### src/rtl/mycpu_pkg.sv
// Shared CPU package: load-op encoding, memory-to-writeback bus layout and
// the byte-mask constants used by the unaligned-load merges (LWL/LWR).
package mycpu_pkg;

    localparam int LD_W = 3;

    typedef enum logic [LD_W-1:0] {
        LD_NONE = 3'd0,
        LD_LW   = 3'd1,
        LD_LB   = 3'd2,
        LD_LBU  = 3'd3,
        LD_LH   = 3'd4,
        LD_LHU  = 3'd5,
        LD_LWL  = 3'd6,
        LD_LWR  = 3'd7
    } ld_op_e;

    // Payload carried from the memory stage into the writeback register.
    typedef struct packed {
        logic [31:0] pc;
        logic        gr_we;
        logic [4:0]  dest;
        ld_op_e      ld_op;
        logic [1:0]  addr_lo;
        logic [31:0] result;
        logic [31:0] mem_rdata;
        logic [31:0] rt_old;
    } ms_to_ws_t;

    localparam int MS_TO_WS_BUS_W = $bits(ms_to_ws_t);

    localparam logic [3:0] MASK_FULL = 4'b1111;

    // Indexed by addr_lo; element 0 is the rightmost entry.
    localparam logic [3:0][3:0] LWL_MASK = {4'b1111, 4'b1110, 4'b1100, 4'b1000};
    localparam logic [3:0][3:0] LWR_MASK = {4'b0001, 4'b0011, 4'b0111, 4'b1111};

endpackage

### src/rtl/wb_stage_if.sv
// Memory-stage to writeback-stage handshake and payload bus.
//   master : memory stage (drives valid + payload, sees ws_allowin)
//   slave  : writeback stage (consumes valid + payload, drives ws_allowin)
interface wb_stage_if;
    import mycpu_pkg::*;

    logic        ms_to_ws_valid;
    logic        ws_allowin;
    logic [31:0] ms_pc;
    logic        ms_gr_we;
    logic [4:0]  ms_dest;
    ld_op_e      ms_ld_op;
    logic [1:0]  ms_addr_lo;
    logic [31:0] ms_result;
    logic [31:0] ms_mem_rdata;
    logic [31:0] ms_rt_old;

    modport master (
        output ms_to_ws_valid, ms_pc, ms_gr_we, ms_dest, ms_ld_op,
               ms_addr_lo, ms_result, ms_mem_rdata, ms_rt_old,
        input  ws_allowin
    );

    modport slave (
        input  ms_to_ws_valid, ms_pc, ms_gr_we, ms_dest, ms_ld_op,
               ms_addr_lo, ms_result, ms_mem_rdata, ms_rt_old,
        output ws_allowin
    );

endinterface

### src/rtl/load_align.sv
// Combinational load-data aligner. Selects/extends bytes and halfwords and
// builds the LWL/LWR merges with the old rt value. The returned data is
// always fully merged; mask reports which bytes the load architecturally
// touches.
//   ld_op, addr_lo, mem_rdata, rt_old, result -> data[31:0], mask[3:0]
module load_align
    import mycpu_pkg::*;
(
    input  ld_op_e      ld_op,
    input  logic [1:0]  addr_lo,
    input  logic [31:0] mem_rdata,
    input  logic [31:0] rt_old,
    input  logic [31:0] result,
    output logic [31:0] data,
    output logic [3:0]  mask
);

    logic [7:0]  byte_sel;
    logic [15:0] half_sel;

    always_comb begin
        byte_sel = mem_rdata[7:0];
        case (addr_lo)
            2'd0: byte_sel = mem_rdata[7:0];
            2'd1: byte_sel = mem_rdata[15:8];
            2'd2: byte_sel = mem_rdata[23:16];
            2'd3: byte_sel = mem_rdata[31:24];
            default: byte_sel = mem_rdata[7:0];
        endcase
    end

    // addr_lo[0] is irrelevant for halfwords; upstream guarantees alignment.
    assign half_sel = addr_lo[1] ? mem_rdata[31:16] : mem_rdata[15:0];

    always_comb begin
        data = result;
        mask = MASK_FULL;
        case (ld_op)
            LD_LW:  data = mem_rdata;
            LD_LB:  data = {{24{byte_sel[7]}}, byte_sel};
            LD_LBU: data = {24'h0, byte_sel};
            LD_LH:  data = {{16{half_sel[15]}}, half_sel};
            LD_LHU: data = {16'h0, half_sel};
            LD_LWL: begin
                mask = LWL_MASK[addr_lo];
                case (addr_lo)
                    2'd0: data = {mem_rdata[7:0],  rt_old[23:0]};
                    2'd1: data = {mem_rdata[15:0], rt_old[15:0]};
                    2'd2: data = {mem_rdata[23:0], rt_old[7:0]};
                    default: data = mem_rdata;
                endcase
            end
            LD_LWR: begin
                mask = LWR_MASK[addr_lo];
                case (addr_lo)
                    2'd1: data = {rt_old[31:24], mem_rdata[31:8]};
                    2'd2: data = {rt_old[31:16], mem_rdata[31:16]};
                    2'd3: data = {rt_old[31:8],  mem_rdata[31:24]};
                    default: data = mem_rdata;
                endcase
            end
            default: data = result;
        endcase
    end

endmodule

### src/rtl/wb_stage.sv
// Writeback stage: one-entry pipeline register fed by the memory stage over
// valid/allowin, load alignment, register-file write port, decode-stage
// forwarding and difftest trace.
//   clk, resetn        : clock, async active-low reset
//   ms_bus (slave)     : memory-stage handshake + payload, ws_allowin back
//   wb_hold            : external stall (trace backpressure)
//   rf_we/waddr/wdata  : register-file write port (byte mask)
//   ws_fwd_*           : forwarding entry for decode
//   debug_wb_*         : trace mirror of the write port plus registered PC
module wb_stage
    import mycpu_pkg::*;
(
    input  logic        clk,
    input  logic        resetn,
    wb_stage_if.slave   ms_bus,
    input  logic        wb_hold,
    output logic [3:0]  rf_we,
    output logic [4:0]  rf_waddr,
    output logic [31:0] rf_wdata,
    output logic        ws_fwd_valid,
    output logic [4:0]  ws_fwd_dest,
    output logic [31:0] ws_fwd_data,
    output logic [31:0] debug_wb_pc,
    output logic [3:0]  debug_wb_rf_wen,
    output logic [4:0]  debug_wb_rf_wnum,
    output logic [31:0] debug_wb_rf_wdata
);

    logic                      ws_valid_q, ws_valid_d;
    logic [MS_TO_WS_BUS_W-1:0] ws_bus_q, ws_bus_d;
    ms_to_ws_t                 ms_pkt;
    ms_to_ws_t                 ws_pkt;
    logic                      ws_ready_go;
    logic                      ws_allowin;
    logic                      wr_live;
    logic [31:0]               final_data;
    logic [3:0]                final_mask;

    assign ws_ready_go       = !wb_hold;
    assign ws_allowin        = !ws_valid_q || ws_ready_go;
    assign ms_bus.ws_allowin = ws_allowin;

    assign ms_pkt = '{
        pc:        ms_bus.ms_pc,
        gr_we:     ms_bus.ms_gr_we,
        dest:      ms_bus.ms_dest,
        ld_op:     ms_bus.ms_ld_op,
        addr_lo:   ms_bus.ms_addr_lo,
        result:    ms_bus.ms_result,
        mem_rdata: ms_bus.ms_mem_rdata,
        rt_old:    ms_bus.ms_rt_old
    };
    assign ws_pkt = ms_to_ws_t'(ws_bus_q);

    always_comb begin
        ws_valid_d = ws_valid_q;
        ws_bus_d   = ws_bus_q;
        if (ws_allowin) begin
            ws_valid_d = ms_bus.ms_to_ws_valid;
            if (ms_bus.ms_to_ws_valid) begin
                ws_bus_d = ms_pkt;
            end
        end
    end

    always_ff @(posedge clk or negedge resetn) begin
        if (!resetn) begin
            ws_valid_q <= 1'b0;
            ws_bus_q   <= '0;
        end else begin
            ws_valid_q <= ws_valid_d;
            ws_bus_q   <= ws_bus_d;
        end
    end

    load_align u_load_align (
        .ld_op     (ws_pkt.ld_op),
        .addr_lo   (ws_pkt.addr_lo),
        .mem_rdata (ws_pkt.mem_rdata),
        .rt_old    (ws_pkt.rt_old),
        .result    (ws_pkt.result),
        .data      (final_data),
        .mask      (final_mask)
    );

    // $0 is never written or forwarded. Forwarding ignores hold so decode
    // still sees the pending value while writeback is stalled.
    assign wr_live = ws_valid_q && ws_pkt.gr_we && (ws_pkt.dest != 5'd0);

    assign rf_we    = (wr_live && ws_ready_go) ? final_mask : 4'b0000;
    assign rf_waddr = ws_pkt.dest;
    assign rf_wdata = final_data;

    assign ws_fwd_valid = wr_live;
    assign ws_fwd_dest  = ws_pkt.dest;
    assign ws_fwd_data  = final_data;

    assign debug_wb_pc       = ws_pkt.pc;
    assign debug_wb_rf_wen   = rf_we;
    assign debug_wb_rf_wnum  = rf_waddr;
    assign debug_wb_rf_wdata = rf_wdata;

endmodule

### src/flat_wrapper.sv
// flat-port wrapper written by rule: the top's interface ports become plain ports
module wb_stage_flat import mycpu_pkg::*;
  (clk, resetn, wb_hold, rf_we, rf_waddr, rf_wdata, ws_fwd_valid, ws_fwd_dest, ws_fwd_data, debug_wb_pc, debug_wb_rf_wen, debug_wb_rf_wnum, debug_wb_rf_wdata, ms_bus_ms_to_ws_valid, ms_bus_ms_pc, ms_bus_ms_gr_we, ms_bus_ms_dest, ms_bus_ms_ld_op, ms_bus_ms_addr_lo, ms_bus_ms_result, ms_bus_ms_mem_rdata, ms_bus_ms_rt_old, ms_bus_ws_allowin);
  wb_stage_if ms_bus_i ();
  input  logic clk;
  input  logic resetn;
  input  logic wb_hold;
  output logic [3:0] rf_we;
  output logic [4:0] rf_waddr;
  output logic [31:0] rf_wdata;
  output logic ws_fwd_valid;
  output logic [4:0] ws_fwd_dest;
  output logic [31:0] ws_fwd_data;
  output logic [31:0] debug_wb_pc;
  output logic [3:0] debug_wb_rf_wen;
  output logic [4:0] debug_wb_rf_wnum;
  output logic [31:0] debug_wb_rf_wdata;
  input wire logic [$bits(ms_bus_i.ms_to_ws_valid)-1:0] ms_bus_ms_to_ws_valid;
  input wire logic [$bits(ms_bus_i.ms_pc)-1:0] ms_bus_ms_pc;
  input wire logic [$bits(ms_bus_i.ms_gr_we)-1:0] ms_bus_ms_gr_we;
  input wire logic [$bits(ms_bus_i.ms_dest)-1:0] ms_bus_ms_dest;
  input wire logic [$bits(ms_bus_i.ms_ld_op)-1:0] ms_bus_ms_ld_op;
  input wire logic [$bits(ms_bus_i.ms_addr_lo)-1:0] ms_bus_ms_addr_lo;
  input wire logic [$bits(ms_bus_i.ms_result)-1:0] ms_bus_ms_result;
  input wire logic [$bits(ms_bus_i.ms_mem_rdata)-1:0] ms_bus_ms_mem_rdata;
  input wire logic [$bits(ms_bus_i.ms_rt_old)-1:0] ms_bus_ms_rt_old;
  output wire logic [$bits(ms_bus_i.ws_allowin)-1:0] ms_bus_ws_allowin;
  assign ms_bus_i.ms_to_ws_valid = ms_bus_ms_to_ws_valid;
  assign ms_bus_i.ms_pc = ms_bus_ms_pc;
  assign ms_bus_i.ms_gr_we = ms_bus_ms_gr_we;
  assign ms_bus_i.ms_dest = ms_bus_ms_dest;
  assign ms_bus_i.ms_ld_op = ms_bus_ms_ld_op;
  assign ms_bus_i.ms_addr_lo = ms_bus_ms_addr_lo;
  assign ms_bus_i.ms_result = ms_bus_ms_result;
  assign ms_bus_i.ms_mem_rdata = ms_bus_ms_mem_rdata;
  assign ms_bus_i.ms_rt_old = ms_bus_ms_rt_old;
  assign ms_bus_ws_allowin = ms_bus_i.ws_allowin;
  wb_stage u_core (.clk(clk), .resetn(resetn), .ms_bus(ms_bus_i), .wb_hold(wb_hold), .rf_we(rf_we), .rf_waddr(rf_waddr), .rf_wdata(rf_wdata), .ws_fwd_valid(ws_fwd_valid), .ws_fwd_dest(ws_fwd_dest), .ws_fwd_data(ws_fwd_data), .debug_wb_pc(debug_wb_pc), .debug_wb_rf_wen(debug_wb_rf_wen), .debug_wb_rf_wnum(debug_wb_rf_wnum), .debug_wb_rf_wdata(debug_wb_rf_wdata));
endmodule
### config.mk
export PLATFORM = sky130hd
export DESIGN_NAME = wb_stage_flat
export DESIGN_NICKNAME = d
export VERILOG_FILES = /design/src/rtl/mycpu_pkg.sv /design/src/rtl/wb_stage_if.sv /design/src/rtl/load_align.sv /design/src/rtl/wb_stage.sv /design/src/flat_wrapper.sv
export SDC_FILE = /design/constraint.sdc
export NUM_CORES = 1
export LEC_CHECK = 0
export ABC_AREA = 1
export CAP_MARGIN = 5
export CORE_MARGIN = 2
export CORE_UTILIZATION = 40
export CTS_BUF_LIST = sky130_fd_sc_hd__clkbuf_8
export DETAILED_ROUTE_END_ITERATION = 8
export GPL_TIMING_DRIVEN = 0
export PLACE_DENSITY = 0.72
export SLEW_MARGIN = 20
export SYNTH_ARGS = -nofsm -noshare
export SYNTH_HDL_FRONTEND = slang
export SYNTH_SLANG_ARGS = --single-unit
### constraint.sdc
create_clock -name clk -period 2.3 [get_ports clk]
set_clock_uncertainty 0.1 [all_clocks]
set_input_delay 0.46 -clock clk [delete_from_list [all_inputs] [get_ports clk]]
set_output_delay 0.46 -clock clk [all_outputs]
set_load 0.01 [all_outputs]
Yosys cells after proc, flatten, opt, wreduce, memory -nomap -nowiden
Cells that the tools add are included.
Storage, ports and cells
  register bits after elaboration: 140
  input port bits: 143
  output and inout port bits: 153
  word-level logic and storage cells: 33
Cells by class
  magnitude comparators: 1
  equal/unequal tests: 10
  muxes and demuxes: 11
  reductions and logical operators: 9
Operators with widths (number)
  $pmux 32 s7: 1
  $pmux 32 s3: 2
  $pmux 8 s4: 1
  $bmux 4 s2: 2
  $mux 16: 1
  $eq 3x3->1 const B: 4
  $mux 4: 3
  $pmux 4 s2: 1
  $eq 3x2->1 const B: 2
  $reduce_bool 5->1: 1
  $eq 2x2->1 const B: 2
  $eq 3x1->1 const B: 1
  $logic_and 1x1->1: 3
  $lt 2x3->1 const B: 1
  $eq 2x1->1 const B: 1
  $logic_not 1->1: 2
  $logic_not 2->1: 1
  $reduce_and 2->1: 1
  $logic_or 1x1->1: 1

Longest topological paths before layout
  depth in word-level cells: 4
  depth in mapped cells: 12
  gate-level depth less buffers: 9

Hierarchy
A second synthesis with hierarchy kept.
Second synthesis, totals
  cell total of the unflattened synthesis: 1370
  area, all modules: 9263.9 um^2
Modules (own cells, without submodules)
  wb_stage: times used 1, cells each 737, area an instance 6411.1 um^2, seq. area each 3503.4 um^2
  load_align: times used 1, cells each 633, area an instance 2852.7 um^2, seq. area each 0.0 um^2

Least setup slack after synthesis
OpenSTA, ideal clock, no wires.
  path type: register -> output
  start point: reg u_core.ws_bus_q[96]
  end point: out rf_wdata[5]
  arrival time: 1562 ps
  data required time: 1740 ps
  path slack: 178 ps
  cell stages (with the launch flop): 11
  cell sequence: dfrtp_1 -> buf_4 -> nand2_4 -> inv_2 -> buf_2 -> nor2_2 -> nand2_1 -> nand2_1 -> nor2_1 -> a21oi_1 -> buf_4
Between the ends
  cells in the longest elaborated chain, start to end: 3
  elaborated cells on any way between the ends: 8
  classes of those cells: eq/ne: 3; mux: 4; reduce/logical: 1
RTL lines
  from (decl): line wb_stage.sv:30  | logic [MS_TO_WS_BUS_W-1:0] ws_bus_q, ws_bus_d;
  from (signal assigned): line wb_stage.sv:72  | ws_bus_q <= ws_bus_d;
  $eq 2x2->1 (tied with other cells): line load_align.sv:23, load_align.sv:55
  $pmux 8 s4 (tied with other cells): line load_align.sv:23  | case (addr_lo)
  $pmux 32 s7 (*): line load_align.sv:38  | case (ld_op)
  to (decl): line flat_wrapper.sv:10  | output logic [31:0] rf_wdata;
Mark *: on every way between the ends. The rest lies on a longest branch, timed or not.

Worst setup path in the final report
  start point: reg u_core.ws_bus_q[97]
  end point: out ws_fwd_data[17]
Between the ends
  cells in the longest elaborated chain, start to end: 3
  elaborated cells on any way between the ends: 9
  classes of those cells: eq/ne: 3; mux: 5; reduce/logical: 1
RTL lines
  $eq 2x2->1 (tied with other cells): line load_align.sv:23, load_align.sv:55
  $pmux 8 s4 (tied with other cells): line load_align.sv:23
  $pmux 32 s7 (*): line load_align.sv:38
  to (decl): line flat_wrapper.sv:13  | output logic [31:0] ws_fwd_data;
Marked as above.

==> flow_summary_export.csv <==
group,metric,value,unit
floorplan,die_h,151.9,um
finish,num_antenna_cells,0,
global_route,grt_pass1_vias,9248,
critical_path,rrSetupSlack,0.37,ns
floorplan,die_w,151.9,um
timing,rsz0062_at_grt,"true",
critical_path,critPathBufInv,6,
cts,cts_buffers,17,
critical_path,path_common_cell,"buf_6",
global_route,grtUsageTotal,0.3055,
floorplan,die_area,23080,um^2
placed_design,dp_hpwl,26560,um
timing,worst_pin_slew,0.5444,ns
critical_path,cp_data_arrival_time,2.43,ns
finish,utilization,0.6754,
run_status,outcome,"finished, violations left",
detailed_routing,vias,9345,
critical_path,worstSetupPathType,"flop to output pin",
critical_path,crit_path_end_kind,"output pin",
cts,clock_latency,0.47,ns
critical_path,r2r_start,"u_core.ws_valid_q",
timing,period_share,1.301,
synth,yosysWarnings,0,
detailed_routing,first_iter_violations,704,
cts,tritoncts,"yes",
floorplan,rows,54,
critical_path,cp_data_required_time,1.74,ns
placed_design,post-place-ws,-0.7825,ns
synth,syn-cell-area,8751,um^2
synth,postSynthAreaPerCell,7.999,um^2
flow_run,drv_cap,0,
finish,finalNonFillerCells,1775,
cts,htreeDepth,4,
critical_path,startpoint,"u_core.ws_bus_q[97]",
placed_design,gp_congestion,1.004,
critical_path,slowest_stage,"dfrtp_2",
global_route,grt_antenna_before_repair,0,
finish,nets,1625,
detailed_routing,postRouteAntennaNets,0,
detailed_routing,dr.pass1.iters,5,
timing,finalMaxSlewViolations,0,
worst_hold_path,hp-class,"primary input to async pin",
timing,finalHoldViolCount,0,
cts,clk_pin_slew,0.09,ns
timing,slew_headroom,0.6370,
cts,clockRootBuffer,"clkbuf_8",
detailed_routing,remaining_drc_errors,0,
power_and_ir_drop,ir_drop,0.0004563,V
detailed_routing,wire_per_inst,20.70,um
placed_design,dp.cells,1670,
critical_path,path_max_fanout,8,
cts,clk_path_buf_depth,2,
finish,layout-drive-gt1-share,0.4669,
global_route,grt_max_degree,98,
timing,setup-tns-final,-55.68,ns
global_route,grt_overflow,0,
timing,setup_viol,104,
detailed_routing,avgViaCountPerCell,5.265,
floorplan,core_region_area,21620,um^2
synth,mappedNetlistNets,1237,
global_route,grt_pass1_wl,54310,um
critical_path,start_kind,"flop",
run_status,violations,"negative setup slack",
critical_path,cpPeakStageDelay,0.45,ns
power_and_ir_drop,cellPowerDensity,811.2,nW/um^2
cts,cts_sinks,140,
power_and_ir_drop,p_leak,6.907,nW
floorplan,start_util,0.4047,
finish,area_growth,66.87,%
timing,layout_setup_ws,-0.6919,ns
timing,fmax,0.3342,GHz
synth,ys_seq_area_frac,0.4003,
critical_path,path_cells,"buf_8 -> buf_6 -> nor2_4 -> buf_8 -> buf_6 -> nand2_2 -> nand3_2 -> nand2_2 -> nor2_2 -> nand3_2 -> buf_6 -> buf_6",
synth,ys_types,26,
floorplan,ioPinCount,296,
critical_path,cp_top_family,"buffers and inverters",
synth,synth_seq_cells,140,
placed_design,io_buffers,295,
timing,min_period,2.992,ns
synth,synthCells,1094,
detailed_routing,finalWirelength,36750,um
[where the power goes]
part	switching (W)	internal [W]	total [W]
Combinational	0.00305	0.00353	0.00658
Sequential	0.000383	0.00282	0.00321
Clock	0.00116	0.000896	0.00206
Total	0.00460	0.00725	0.0118
[final cells by class]
class / instances / area, um^2
inverters: 57 / 237.7
fillers: 1812 / 7018
clock buffers: 17 / 234.0
plain buffers: 169 / 1530
clock inverters: 15 / 156.4
multi-input cells: 725 / 4858
flip-flops and latches: 140 / 3511
well taps: 280 / 350.3
repair buffers: 372 / 3725
[timing repair]
action | CTS | global route
gates resized for setup | 407 | 395
cloned | 4 | 5
buffers inserted | 30 | 39
setup endpoints to repair | 105 | 105
pin swaps | 52 | 110
hold buffers | 1 | 0
endpoints found under the hold margin | 43 | 0
[Yosys cell counts, drive strengths merged]
| master | n | area (um^2) |
|---|---|---|
| a21oi | 83 | 415.4 |
| buf | 163 | 1151 |
| clkbuf | 10 | 37.54 |
| dfrtp | 140 | 3503 |
| inv | 57 | 214.0 |
| mux2 | 99 | 1115 |
| nand2 | 233 | 897.1 |
| nand3 | 99 | 495.5 |
| nand3b | 1 | 7.510 |
| nand4 | 1 | 6.260 |
| nor2 | 154 | 593.1 |
| nor3 | 2 | 15.01 |
| o211ai | 12 | 90.09 |
| o21ai | 32 | 160.1 |
| o22ai | 4 | 25.02 |
| or2 | 4 | 25.02 |
[registers in the layout, indices dropped and copies added, names as in the netlist]
signal and flops:
u_core.ws_valid_q 1, u_core.ws_bus_q 139
[metal layers]
| metal | vias up | part of all wire | global-route usage |
|---|---|---|---|
| li1 | 4227 | - | - |
| met1 | 4502 | 0.39 | 0.3850 |
| met2 | 493 | 0.47 | 0.5045 |
| met3 | 123 | 0.081 | 0.07387 |
| met4 | 0 | 0.053 | 0.1255 |
| met5 | - | 0 | 0 |
[cell usage in the layout, fill, tap and decap left out, drive strengths merged, types with 32 or more instances in the layout]
cell	Yosys	routed
nand2	233	234
inv	57	64
clkdlybuf4s50	0	189
mux2	99	99
dfrtp	140	140
o21ai	32	32
buf	163	307
nand3	99	99
a21oi	83	83
clkbuf	10	57
nor2	154	154
[path summary, 6_finish.rpt]
| path | end | cells after the start |
|---|---|---|
| worst min-delay path | u_core.ws_bus_q[9] | 2 |
| worst max-delay path | ws_fwd_data[17] | 12 |
| min in group clk | u_core.ws_bus_q[83] | 1 |
| worst min register to register | u_core.ws_bus_q[83] | 1 |
| max in group asynchronous | u_core.ws_bus_q[104] | 3 |
| worst max register to register | u_core.ws_bus_q[57] | 6 |
[metrics by stage]
stage          instance area, um^2  hold WS [ns]  total power (W)
2_1_floorplan                 8751       0.06441         0.005803
3_3_place_gp                 12050        0.3879         0.008383
3_5_place_dp                 12090        0.2721         0.008438
4_1_cts                      13310        0.3611          0.01081
5_1_grt                      14600        0.3707          0.01239
6_report                     14600        0.3394          0.01185
[logic make-up after synthesis]
| logic type | synth area share |
|---|---|
| flip-flops | 0.4003 |
| buffers and inverters | 0.1603 |
| AND/OR/NAND/NOR | 0.2331 |
| multiplexers | 0.1274 |
| AO/OA/AOI/OAI | 0.07892 |
No activity file was read; power rests on OpenSTA's default activity.
